==> src/rtl/hd_search_pkg.sv <==
// Shared constants, FSM state encoding and return-tag layout for the
// associative-search scheduler.
package hd_search_pkg;

  localparam int DHV_SIZE        = 4000;
  localparam int CHUNK_W         = 32;
  localparam int CHUNKS          = DHV_SIZE / CHUNK_W;
  localparam int NUM_CLASSES_MAX = 26;
  localparam int CLA_ADDR_WIDTH  = 13;
  localparam int DIST_W          = 12;
  localparam int NUM_QUERIES     = 250;
  localparam int CLS_W           = 5;
  localparam int CHK_W           = 7;
  localparam int CNT_W           = 9;

  typedef enum logic [1:0] {
    IDLE   = 2'd0,
    ISSUE  = 2'd1,
    DRAIN  = 2'd2,
    RESULT = 2'd3
  } state_t;

  typedef struct packed {
    logic [CLS_W-1:0] cls;
    logic             last_chunk;
    logic             valid;
  } ret_tag_t;

  function automatic logic [CLS_W-1:0] clamp_classes(input logic [CLS_W-1:0] req);
    return (req > CLS_W'(NUM_CLASSES_MAX)) ? CLS_W'(NUM_CLASSES_MAX) : req;
  endfunction

endpackage

==> src/rtl/hd_argmin_tracker.sv <==
// Accumulates per-chunk Hamming distance for each class and keeps the
// running minimum; ties keep the earlier (lower-index) class.
module hd_argmin_tracker
  import hd_search_pkg::*;
(
  input  logic              clk,
  input  logic              reset_n,
  input  logic              clear,
  input  ret_tag_t          tag,
  input  logic [5:0]        chunk_dist,
  output logic [CLS_W-1:0]  best_cls,
  output logic [DIST_W-1:0] best_dist
);

  logic [DIST_W-1:0] acc_p1;
  logic [DIST_W-1:0] total;

  assign total = acc_p1 + DIST_W'(chunk_dist);

  // Return stage: accumulate, and resolve the compare on each class's last chunk
  always_ff @(posedge clk or negedge reset_n) begin
    if (!reset_n) begin
      acc_p1    <= '0;
      best_cls  <= '0;
      best_dist <= '0;
    end else if (clear) begin
      acc_p1    <= '0;
      best_cls  <= '0;
      best_dist <= '1;
    end else if (tag.valid) begin
      if (tag.last_chunk) begin
        acc_p1 <= '0;
        if (total < best_dist) begin
          best_dist <= total;
          best_cls  <= tag.cls;
        end
      end else begin
        acc_p1 <= total;
      end
    end
  end

endmodule

==> src/rtl/class_search_scheduler.sv <==
// Walks class memory chunk by chunk for every active class, tracks the
// argmin class and hands the prediction downstream over valid/ready.
module class_search_scheduler
  import hd_search_pkg::*;
(
  input  logic                      clk,
  input  logic                      reset_n,
  input  logic                      start,
  input  logic [4:0]                class_num,
  output logic [CLA_ADDR_WIDTH-1:0] mem_addr,
  output logic                      mem_rd_en,
  input  logic [5:0]                chunk_dist,
  output logic                      busy,
  output logic                      result_valid,
  input  logic                      result_ready,
  output logic [4:0]                result_class,
  output logic [DIST_W-1:0]         result_dist,
  output logic [8:0]                query_count,
  output logic                      out_done
);

  localparam logic [CHK_W-1:0] LAST_CHK  = CHK_W'(CHUNKS - 1);
  localparam logic [CNT_W-1:0] CNT_MAX   = CNT_W'(NUM_QUERIES);
  localparam logic [CNT_W-1:0] CNT_PRE   = CNT_W'(NUM_QUERIES - 1);

  state_t           state, state_next;
  logic [CLS_W-1:0] cls, n_cls;
  logic [CHK_W-1:0] chk;
  logic             last_read;
  logic             accept;
  logic             handshake;
  ret_tag_t         tag_p0;

  assign accept    = (state == IDLE) && start;
  assign handshake = (state == RESULT) && result_ready;
  assign last_read = (cls == n_cls - 5'd1) && (chk == LAST_CHK);
  assign mem_addr  = CLA_ADDR_WIDTH'(cls) * CLA_ADDR_WIDTH'(CHUNKS) + CLA_ADDR_WIDTH'(chk);

  always_ff @(posedge clk or negedge reset_n) begin
    if (!reset_n) state <= IDLE;
    else          state <= state_next;
  end

  always_comb begin
    state_next = state;
    case (state)
      IDLE:   if (start) state_next = (clamp_classes(class_num) == '0) ? RESULT : ISSUE;
      ISSUE:  if (last_read) state_next = DRAIN;
      DRAIN:  state_next = RESULT;
      RESULT: if (result_ready) state_next = IDLE;
      default: state_next = IDLE;
    endcase
  end

  always_comb begin
    mem_rd_en    = (state == ISSUE);
    busy         = (state != IDLE);
    result_valid = (state == RESULT);
  end

  // Issue stage: class/chunk address counters
  always_ff @(posedge clk or negedge reset_n) begin
    if (!reset_n) begin
      n_cls <= '0;
      cls   <= '0;
      chk   <= '0;
    end else if (accept) begin
      n_cls <= clamp_classes(class_num);
      cls   <= '0;
      chk   <= '0;
    end else if (state == ISSUE) begin
      if (chk == LAST_CHK) begin
        chk <= '0;
        cls <= cls + 5'd1;
      end else begin
        chk <= chk + 7'd1;
      end
    end
  end

  // Tag stage: aligns class/last-chunk info with the 1-cycle memory return
  always_ff @(posedge clk or negedge reset_n) begin
    if (!reset_n) tag_p0 <= '0;
    else          tag_p0 <= '{cls: cls, last_chunk: (chk == LAST_CHK), valid: (state == ISSUE)};
  end

  hd_argmin_tracker u_tracker (
    .clk        (clk),
    .reset_n    (reset_n),
    .clear      (accept),
    .tag        (tag_p0),
    .chunk_dist (chunk_dist),
    .best_cls   (result_class),
    .best_dist  (result_dist)
  );

  always_ff @(posedge clk or negedge reset_n) begin
    if (!reset_n) begin
      query_count <= '0;
      out_done    <= 1'b0;
    end else if (handshake) begin
      if (query_count != CNT_MAX) query_count <= query_count + 9'd1;
      if (query_count == CNT_PRE) out_done <= 1'b1;
    end
  end

endmodule

==> config.mk <==
export PLATFORM = sky130hd
export DESIGN_NAME = class_search_scheduler
export DESIGN_NICKNAME = d
export VERILOG_FILES = /design/src/rtl/hd_search_pkg.sv /design/src/rtl/hd_argmin_tracker.sv /design/src/rtl/class_search_scheduler.sv
export SDC_FILE = /design/constraint.sdc
export NUM_CORES = 1
export LEC_CHECK = 0
export BUFFER_PORTS_ARGS = -buffer_cell sky130_fd_sc_hd__buf_4
export CORE_ASPECT_RATIO = 0.9
export CORE_MARGIN = 2
export CORE_UTILIZATION = 64
export DETAILED_ROUTE_END_ITERATION = 8
export HOLD_SLACK_MARGIN = 0.1
export PLACE_DENSITY = 0.87
export SETUP_SLACK_MARGIN = 0.02
export SLEW_MARGIN = 5
export SYNTH_ARGS = -nofsm -noshare
export SYNTH_HDL_FRONTEND = slang
export SYNTH_SLANG_ARGS = --single-unit
export TNS_END_PERCENT = 1
==> constraint.sdc <==
create_clock -name clk -period 7.7 [get_ports clk]
set_input_delay 0.385 -clock clk [delete_from_list [all_inputs] [get_ports clk]]
set_output_delay 0.385 -clock clk [all_outputs]
set_load 0.05 [all_outputs]
==> metrics.md, run 1 <==
| Metric | Value |
|---|---|
| Status | finished clean |
| Most numerous cell in the Yosys netlist | inv_1 |
| Highest Clock Rate | 215.1 MHz |
| Critical path's largest stage delay | 0.61 ns |
| Critical path class | reg -> out |
| First-pass DRT Iterations | 4 |
| Row count | 30 |
| Clk sink count | 65 |
| Dpl hpwl | 7544 µm |
| Critical Path AT | 4.26 ns |
| Total core area | 7432 µm² |
| Final Hold Viols | 0 |
| Synth Cell Area | 4851 µm² |
| Final WS setup | 3.051 ns |
| Vias in the first global route | 3,877 |
| CTS HTree Levels | 3 |
| Vias per inst | 5.988 |
| Largest net degree at the start of global routing | 66 |
| RSZ-0062 raised after global routing | false |
| Tmin final | 4.649 ns |
| Max-cap violations | 0 |
| Post-synth cell types | 62 |
| Total Routing Usage GR | 0.2745 |
| Vias | 3,964 |
| Die ar. | 8293 µm² |
| CP cell instances | inv_1 > fa_1 > inv_1 > ha_1 > inv_1 > fa_1 > inv_1 > ha_1 > a21oi_1 > o2111ai_1 > a31o_2 > a21oi_1 > xnor2_1 > buf_4 |
| Synth warn | 0 |
| P per Cell Area | 257.1 nW/µm² |
| WL/cell | 15.76 µm |
| Commonest register cell after synthesis | dfrtp_1 |
| Seq/Total Area, Yosys | 0.3353 |
| Max Slew Vio Count | 0 |
| Routed wire length | 10,430 µm |
| Clk Latency, worst-skew pair | 0.35 ns |
| Post-Syn Instances | 507 |
| Post-route DRC | 0 |
| DR iter-0 viols | 324 |
| Ant diodes | 0 |
| First-pass GRT wire length | 18,010 µm |
| CTS Buf Count | 9 |
| Relative slew slack | 0.4007 |
| Setup TNS | 0 ns |
| Area leader, netlist | dfrtp_1 |
| Setup bufs post-CTS | 0 |
| Synth top cells by count | inv_1 (68), dfrtp_1 (65), ha_1 (55) |
| Fillers | 530 |
| #FFs+latches synth | 65 |
| Clock Path Buffers | 2 |
| Total grt overflow | 0 |
| CP Buf/Inv Count | 5 |
| Share of cells above drive strength 1 | 0.1519 |
| Ports | 58 |
| Post-DRT Antenna Nets | 0 |
| Syn_nets | 594 |
| Total power | 1.424 mW |
| Syn-to-layout area delta | 14.21% |
| Final Skew | 0.008097 ns |
| Multi-input logic area | 2884 µm² |
| Routability cong. | 0.8923 |
| Layout Nets | 648 |
| Syn_area_per_cell | 9.568 µm² |
| Synth top area share | 0.3353 |
| # resized after CTS | 0 |
| Initial antenna violation count | 0 |
| Worst slew pin tran | 0.8967 ns |
| Die Wd | 95.77 µm |
| Register Area | 1627 µm² |
| VDD IR max | 0.3376 mV |
| Main area contributors after synthesis | dfrtp_1 (34%), ha_1 (14%), fa_1 (7.0%) |
| LEAKAGE | 2.859 nW |
| Final setup viols | 0 |
| Number of cells on the critical path | 14 |
| R2R cell count | 12 |
| Hold Crit Class | in -> async |
| Root Buffer | clkbuf_8 |
| Port bufs | 57 |
| CP most frequent cell | inv_1 |
| Asr flop ratio synth | 1.000 |
| Non-filler instance count after layout | 662 |
| Kind of cell adding the most delay to the critical path | adder cells |
| CP endpoint kind | primary output |
| Hold_buf cts | 0 |
| Max FO, Critical Path | 9 |
| Worst setup SP type | flop |
| Worst EP required | 7.32 ns |
| Slowest-stage cell, CP | dfrtp_1 |
| CTS tree | built |
| Initial core utilization | 0.6527 |
| Die H | 86.59 µm |
| EDFF count, synth | 0 |
| Dpl ws | 3.451 ns |
| Clock transition at the registers of the reported paths | 0.07 ns |
| DP Cell Count | 646 |
| Fin crit share | 0.6037 |
==> cell usage in the layout, fill, tap and decap left out, types with 4 or more instances in the layout <==
cell       Yosys  final
a22oi_1        5      5
mux2i_1       13     13
nand3_1       22     22
o21a_1         4      4
nor2_1        30     30
xnor2_1       22     22
buf_4          0     58
clkbuf_8       0     12
nand4_1        5      5
nor3_1        10     10
o21ai_0       15     15
and2_1         5      5
a21oi_1       23     23
nand2_1       38     38
xor2_1        11     11
ha_1          55     55
o2111ai_1      6      6
inv_1         68     68
o211ai_1       6      6
and3_1         7      7
a31oi_1        4      4
a311oi_1       4      4
dfrtp_1       65     65
fa_1          17     17
==> stage by stage <==
stage	cell area, µm²	utilization	hold slack [ns]
after CTS	5540	0.7455	0.1531
after floorplan	4851	-	0.08941
after global routing	5540	0.7455	0.1982
final	5540	0.7455	0.1003
after global placement	5325	0.7165	0.4577
after detailed placement	5325	0.7165	0.4789
==> flip-flops by register name (all words and copies together), names as in the netlist <==
signal               cells
state                    2
u_tracker.best_dist     12
u_tracker.acc_p1        12
u_tracker.best_cls       5
out_done                 1
chk                      7
n_cls                    5
query_count              9
cls                      5
tag_p0                   7
==> worst paths after layout <==
path                                     start                     end  slack (ns)
max in group asynchronous              reset_n                  chk[0]        7.02
min in group clk                  class_num[3]                n_cls[3]        0.27
hold / removal                         reset_n  u_tracker.best_dist[3]        0.10
setup reg to reg           u_tracker.acc_p1[0]  u_tracker.best_dist[5]        3.60
hold reg to reg                       out_done                out_done        0.49
setup / recovery                        cls[1]            mem_addr[11]        3.05
==> layout make-up <==
type	count	share of cell area
clock buffers	12	0.02981
clock inverters	4	0.009033
inverters	69	0.04675
multi-input cells	358	0.5206
flip-flops and latches	65	0.2936
well taps	96	0.02168
repair buffers	58	0.07859
==> power by group <==
part           internal, mW  leakage (nW)  total, mW  switching, mW
Sequential            0.398         0.812      0.470         0.0712
Combinational         0.224          1.94      0.642          0.418
Clock                 0.175         0.105      0.313          0.137
Total                 0.798          2.86       1.42          0.626
==> metal layers <==
| layer | share of wire | track usage | wire length [µm] |
|---|---|---|---|
| met5 | 0 | 0 | 0 |
| met4 | 0.013 | 0.07403 | 139 |
| met2 | 0.49 | 0.4361 | 5071 |
| met1 | 0.44 | 0.3808 | 4594 |
| met3 | 0.060 | 0.06348 | 627 |
==> kinds of logic (layout without fill, tap and decap cells) <==
family          count (synthesis)  count (layout)  synth area share
compound gates                103             103            0.1553
xor+xnor                       33              33           0.05958
fa+ha+maj                      72              72            0.2120
buf+inv                        84             143           0.07016
flops                          65              65            0.3353
mux                            14              14           0.02915
simple gates                  136             136            0.1385
Note: power is estimated with default switching activity, not from simulation.
==> run 2: changes to the inputs <==
--- a/config.mk
+++ b/config.mk
@@ -8,10 +8,10 @@
 export BUFFER_PORTS_ARGS = -buffer_cell sky130_fd_sc_hd__buf_4
 export CORE_ASPECT_RATIO = 0.9
 export CORE_MARGIN = 2
-export CORE_UTILIZATION = 64
+export CORE_UTILIZATION = 54
 export DETAILED_ROUTE_END_ITERATION = 8
 export HOLD_SLACK_MARGIN = 0.1
-export PLACE_DENSITY = 0.87
+export PLACE_DENSITY = 0.78
 export SETUP_SLACK_MARGIN = 0.02
 export SLEW_MARGIN = 5
 export SYNTH_ARGS = -nofsm -noshare
==> constraint.sdc (replaced) <==
create_clock -name clk -period 4 [get_ports clk]
set_input_delay 0.2 -clock clk [delete_from_list [all_inputs] [get_ports clk]]
set_output_delay 0.2 -clock clk [all_outputs]
set_load 0.05 [all_outputs]
==> run 2 against run 1 <==
Compared with the run above:
- worst hold slack gained 0.042 ns
- sequential cell count unchanged
- combinational power grew 96%
- via count grew 0.68%
- clock skew is 0.0023 ns higher
- the run now ends with negative setup slack left
- critical endpoint unchanged
- clock power grew 110%
==> metrics.md, run 2 (synthesized netlist as in run 1, its figures left out) <==
| Metric | Value |
|---|---|
| Row count | 32 |
| Clock transition at the registers of the reported paths | 0.07 ns |
| Clk Latency, worst-skew pair | 0.35 ns |
| Final setup viols | 1 |
| VDD IR max | 0.4128 mV |
| Worst r2r src | u_tracker.acc_p1[0] |
| Clk sink count | 65 |
| Final Hold Viols | 0 |
| Met2 Use GR | 0.4063 |
| DR iter-0 viols | 146 |
| Max-cap violations | 0 |
| Critical path's largest stage delay | 0.52 ns |
| Max FO, Critical Path | 3 |
| Post-route DRC | 0 |
| Ant diodes | 0 |
| Reg power frac | 0.322 |
| RSZ-0062 raised after global routing | true |
| Post-DRT Antenna Nets | 0 |
| Routed wire length | 11,070 µm |
| P per Cell Area | 474.9 nW/µm² |
| Setup TNS | -0.006736 ns |
| Dpl hpwl | 7895 µm |
| Most frequent cells in the layout | buf_4 (70), dfrtp_1 (64), inv_1 (62) |
| Total grt overflow | 0 |
| Root Buffer | clkbuf_8 |
| Relative slew slack | 0.4152 |
| Die H | 93.92 µm |
| Hold Crit Class | in -> reg |
| Violated checks | negative setup slack |
| Reg2reg setup slack | 0.31 ns |
| Sw Share | 0.4343 |
| Worst EP required | 3.80 ns |
| Highest Clock Rate | 249.6 MHz |
| Die ar. | 9758 µm² |
| Register Area | 1628 µm² |
| Kind of cell adding the most delay to the critical path | adder cells |
| Vias per inst | 5.653 |
| Internal power | 1.591 mW |
| R2R cell count | 12 |
| Clock power frac | 0.229 |
| CP Capture Point | mem_addr[11] |
| Total power | 2.813 mW |
| Share of cells above drive strength 1 | 0.2215 |
| Top Registers | u_tracker.acc_p1 (12), u_tracker.best_dist (12), query_count (9) |
| Grt peak-use layer | met2 |
| Fillers | 686 |
| Worst setup SP type | flop |
| Critical path origin | cls[2] |
| Routing usage on met1 | 0.3180 |
| Most common cell after layout, fill and taps aside | buf_4 |
| Ports | 58 |
| Worst slew pin tran | 0.8772 ns |
| CTS tree | built |
| Gate power share | 0.449 |
| Status | finished, violations left |
| CP endpoint kind | primary output |
| Slowest-stage cell, CP | fa_2 |
| CTS Buf Count | 9 |
| CP most frequent cell | fa_1 |
| CP cell instances | fa_2 > buf_6 > fa_1 > inv_1 > fa_1 > inv_2 > ha_4 > nor3_4 > o2111ai_4 > a31o_2 > a21oi_2 > xnor2_1 > buf_4 |
| CTS HTree Levels | 3 |
| Die Wd | 103.9 µm |
| First-pass DRT Iterations | 4 |
| Syn-to-layout area delta | 22.10% |
| Vias | 3,991 |
| LEAKAGE | 2.962 nW |
| Initial core utilization | 0.5609 |
| Layout Nets | 669 |
| Dpl ws | 0.1452 ns |
| Number of cells on the critical path | 13 |
| Critical path class | reg -> out |
| Reg-to-Reg End | u_tracker.best_cls[0] |
| Max Slew Vio Count | 0 |
| Critical Path AT | 3.81 ns |
| Multi-input logic area | 3037 µm² |
| Clock Path Buffers | 2 |
| Total core area | 8648 µm² |
| Vias in the first global route | 4,164 |
| Final WS setup | -0.006736 ns |
| First-pass GRT wire length | 19,240 µm |
| Met3 Usage GRT | 0.04924 |
| Initial antenna violation count | 0 |
| Tmin final | 4.007 ns |
| Largest net degree at the start of global routing | 66 |
| Fin crit share | 1.002 |
| Routability cong. | 0.8980 |
| Port bufs | 57 |
| Final Skew | 0.01044 ns |
| WL/cell | 15.68 µm |
| Net Sw Power | 1.222 mW |
| Total Routing Usage GR | 0.2413 |
| CP Buf/Inv Count | 4 |
-- run 2: changes by cell type in the layout (fill, tap and decap cells not counted), sizes merged --
cell | previous run | this run
bufinv | 1 | 2
clkbuf | 12 | 11
buf | 58 | 75
clkinvlp | 2 | 1
dlygate4sd3 | 0 | 4
clkinv | 1 | 2
-- run 2: layout make-up --
type	instances	share of cell area
multi-input cells	358	0.5127
flip-flops and latches	65	0.2748
repair buffers	79	0.1050
inverters	69	0.04373
clock buffers	11	0.02556
well taps	119	0.02514
clock inverters	5	0.01310
-- run 2: repair_timing --
| action | CTS | global route |
|---|---|---|
| setup endpoints to repair | 5 | 21 |
| resized for setup | 19 | 18 |
| pin swaps | 7 | 19 |
| buffers inserted | 5 | 4 |
| hold buffers | 4 | 0 |
| hold endpoints to repair | 68 | 0 |
-- run 2: stage by stage --
| step | std cells | area [µm²] | hold slack [ns] | util |
|---|---|---|---|---|
| 6_report | 706 | 5923 | 0.1423 | 0.6849 |
| 5_1_grt | 706 | 5923 | 0.1423 | 0.6849 |
| 3_5_place_dp | 677 | 5421 | 0.3552 | 0.6269 |
| 2_1_floorplan | 507 | 4858 | -0.09559 | - |
| 4_1_cts | 702 | 5822 | 0.1357 | 0.6732 |
| 3_3_place_gp | 677 | 5421 | 0.3364 | 0.6269 |
-- run 2: how the worst min path moves through the flow --
stage          slack [ns]  depth (start not counted)    startpoint               endpoint
2_1_floorplan        -0.1                          0       reset_n                 chk[0]
3_3_place_gp         0.34                          1       reset_n  u_tracker.best_cls[3]
3_5_place_dp         0.36                          1       reset_n  u_tracker.best_cls[4]
4_1_cts              0.14                          2  result_ready               out_done
5_1_grt              0.14                          2  result_ready               out_done
6_report             0.14                          2  result_ready               out_done
-- run 2: routing by layer --
| metal | share of wire | vias to the layer above |
|---|---|---|
| met2 | 0.49 | 104 |
| met1 | 0.45 | 1950 |
| li1 | - | 1922 |
| met3 | 0.050 | 15 |
| met5 | 0 | - |
| met4 | 0.015 | 0 |
-- run 2: power groups by stage --
stage / clock network, mW / registers [mW] / logic (mW)
final: 0.646 / 0.906 / 1.26
after detailed placement: 0 / 0.915 / 1.24
after global routing: 0.686 / 0.924 / 1.42
after CTS: 0.654 / 0.903 / 1.25
after global placement: 0 / 0.909 / 1.19
after floorplan: 0 / 0.950 / 0.877
==> run 3: changes to the inputs <==
--- a/config.mk
+++ b/config.mk
@@ -6,7 +6,6 @@
 export NUM_CORES = 1
 export LEC_CHECK = 0
 export BUFFER_PORTS_ARGS = -buffer_cell sky130_fd_sc_hd__buf_4
-export CORE_ASPECT_RATIO = 0.9
 export CORE_MARGIN = 2
 export CORE_UTILIZATION = 54
 export DETAILED_ROUTE_END_ITERATION = 8
==> run 3 against run 2 <==
Compared with the run above:
- highest routed layer unchanged
- clock-buffer cell count is 1 lower
- combinational power hardly changed
- clock skew is 0.0024 ns higher
- clock power is 4.8% lower
- via count is 1.2% higher
- non-clock buffer count is 1 higher
- the run now ends clean
- final area is 0.72% lower
==> metrics.md, run 3 (synthesized netlist as in run 1, its figures left out) <==
| Metric | Value |
|---|---|
| Status | finished clean |
| Relative slew slack | 0.4182 |
| Routed wire length | 11,080 µm |
| Final WS setup | 0.02928 ns |
| CTS Buf Count | 9 |
| Placement Cell Area | 5428 µm² |
| Dpl hpwl | 7749 µm |
| Register Area | 1627 µm² |
| Total core area | 8721 µm² |
| Most frequent cells in the layout | buf_4 (73), dfrtp_1 (65), inv_1 (63) |
| DP Cell Count | 667 |
| Clock transition at the registers of the reported paths | 0.07 ns |
| Max-cap violations | 0 |
| Post-DRT Antenna Nets | 0 |
| Non-filler instance count after layout | 696 |
| Post-route DRC | 0 |
| Most common cell after layout, fill and taps aside | buf_4 |
| Share of cells above drive strength 1 | 0.2177 |
| Vias in the first global route | 4,058 |
| Row count | 34 |
| Setup TNS | 0 ns |
| Multi-input logic area | 3018 µm² |
| Dpl ws | 0.1912 ns |
| Internal power | 1.556 mW |
| Initial core utilization | 0.5562 |
| Total Routing Usage GR | 0.2378 |
| RSZ-0062 raised after global routing | true |
| First-pass DRT Iterations | 5 |
| Critical path's largest stage delay | 0.59 ns |
| Critical path class | reg -> out |
| Total grt overflow | 0 |
| Top Registers | u_tracker.acc_p1 (12), u_tracker.best_dist (12), query_count (9) |
| CTS tree | built |
| First-pass GRT wire length | 18,920 µm |
| Final Hold Viols | 0 |
| Layout Nets | 670 |
| Tmin final | 3.971 ns |
| Port bufs | 57 |
| Fin area | 5881 µm² |
| P per Cell Area | 470.9 nW/µm² |
| WL/cell | 15.92 µm |
| Critical path origin | cls[4] |
| Clock power frac | 0.222 |
| Reg power frac | 0.327 |
| Die ar. | 9757 µm² |
| Clk Latency, worst-skew pair | 0.35 ns |
| Sw Share | 0.4380 |
| Initial antenna violation count | 0 |
| Die H | 98.78 µm |
| Routability cong. | 0.8629 |
| Worst EP required | 3.80 ns |
| VDD IR max | 0.3610 mV |
| Root Buffer | clkbuf_8 |
| LEAKAGE | 2.960 nW |
| Worst setup SP type | flop |
| Ports | 58 |
| Critical Path AT | 3.77 ns |
| Net Sw Power | 1.213 mW |
| Slowest-stage cell, CP | fa_2 |
| DR iter-0 viols | 128 |
| Final Skew | 0.01283 ns |
| Gate power share | 0.450 |
| Hold wc startpoint | class_num[2] |
| Vias | 4,037 |
| Ant diodes | 0 |
| Syn-to-layout area delta | 21.23% |
| CP endpoint kind | primary output |
| Fin crit share | 0.9927 |
| Worst slew pin tran | 0.8707 ns |
| Largest net degree at the start of global routing | 66 |
| Clk sink count | 65 |
| Max FO, Critical Path | 3 |
| Highest Clock Rate | 251.8 MHz |
| Die Wd | 98.78 µm |
| CTS HTree Levels | 3 |
| Max Slew Vio Count | 0 |
| CP cell instances | fa_2 > inv_1 > fa_1 > fa_1 > inv_1 > ha_4 > o31a_1 > a31o_2 > a21oi_2 > xnor2_1 > buf_4 |
| Clock Path Buffers | 2 |
| Vias per inst | 5.800 |
| Worst r2r src | u_tracker.acc_p1[0] |
| Final setup viols | 0 |
| Fillers | 659 |
| Hold Crit Class | in -> reg |
==> run 3: changes by cell type in the layout (fill, tap and decap cells not counted), sizes merged <==
cell         previous run  this run
buf                    75        77
clkbuf                 11        10
clkinv                  2         3
dlygate4sd3             4         3
==> run 3: critical path: cells and delay by family, from the launching register on <==
| family | cells | cell delay (ns) |
|---|---|---|
| AO/OA/AOI/OAI | 3 | 0.69 |
| flip-flops | 1 | 0.40 |
| XOR/XNOR | 1 | 0.12 |
| buffers and inverters | 3 | 0.35 |
| adder cells (fa/ha/maj) | 4 | 1.87 |
==> run 3: metal layers <==
layer / vias up / track usage / wire length [µm]
met2: 108 / 0.4085 / 5654
met3: 15 / 0.04397 / 564
met4: 0 / 0.06639 / 154
met1: 1988 / 0.3090 / 4705
met5: - / 0 / 0
li1: 1926 / - / -
==> run 3: power groups by stage <==
| stage | Combinational [mW] | Sequential, mW | Clock, mW |
|---|---|---|---|
| 2_1_floorplan | 0.877 | 0.950 | 0 |
| 3_3_place_gp | 1.18 | 0.908 | 0 |
| 3_5_place_dp | 1.23 | 0.915 | 0 |
| 4_1_cts | 1.24 | 0.905 | 0.619 |
| 5_1_grt | 1.38 | 0.927 | 0.653 |
| 6_report | 1.25 | 0.906 | 0.615 |
==> run 3: what timing repair did <==
item,CTS,global route
buffers inserted,6,4
pin swaps,16,10
hold buffers,3,0
gates resized for setup,22,7
hold endpoints to repair,67,0
endpoints found under the setup margin,4,5
==> run 3: final timing paths <==
kind / cells after the start / slack, ns / to
worst max-delay path: 11 / 0.03 / mem_addr[11]
worst max register to register: 13 / 0.28 / u_tracker.best_cls[0]
max in group asynchronous: 2 / 2.98 / tag_p0[1]
worst min register to register: 1 / 0.49 / out_done
min in group asynchronous: 2 / 0.49 / u_tracker.best_dist[9]
worst min-delay path: 3 / 0.13 / n_cls[2]
==> run 3: stage by stage <==
stage / hold WS [ns] / util / power (mW)
floorplan: -0.09559 / - / 1.827
global placement: 0.3455 / 0.6224 / 2.092
detailed placement: 0.3550 / 0.6224 / 2.141
CTS: 0.1252 / 0.6666 / 2.764
global route: 0.1369 / 0.6743 / 2.963
finish: 0.1319 / 0.6743 / 2.769
==> run 3: final cells by class <==
class                   instances  share of cell area
multi-input cells             358              0.5132
flip-flops and latches         65              0.2766
well taps                     108             0.02298
repair buffers                 80              0.1074
clock inverters                 6             0.01404
clock buffers                  10             0.02170
inverters                      69             0.04404
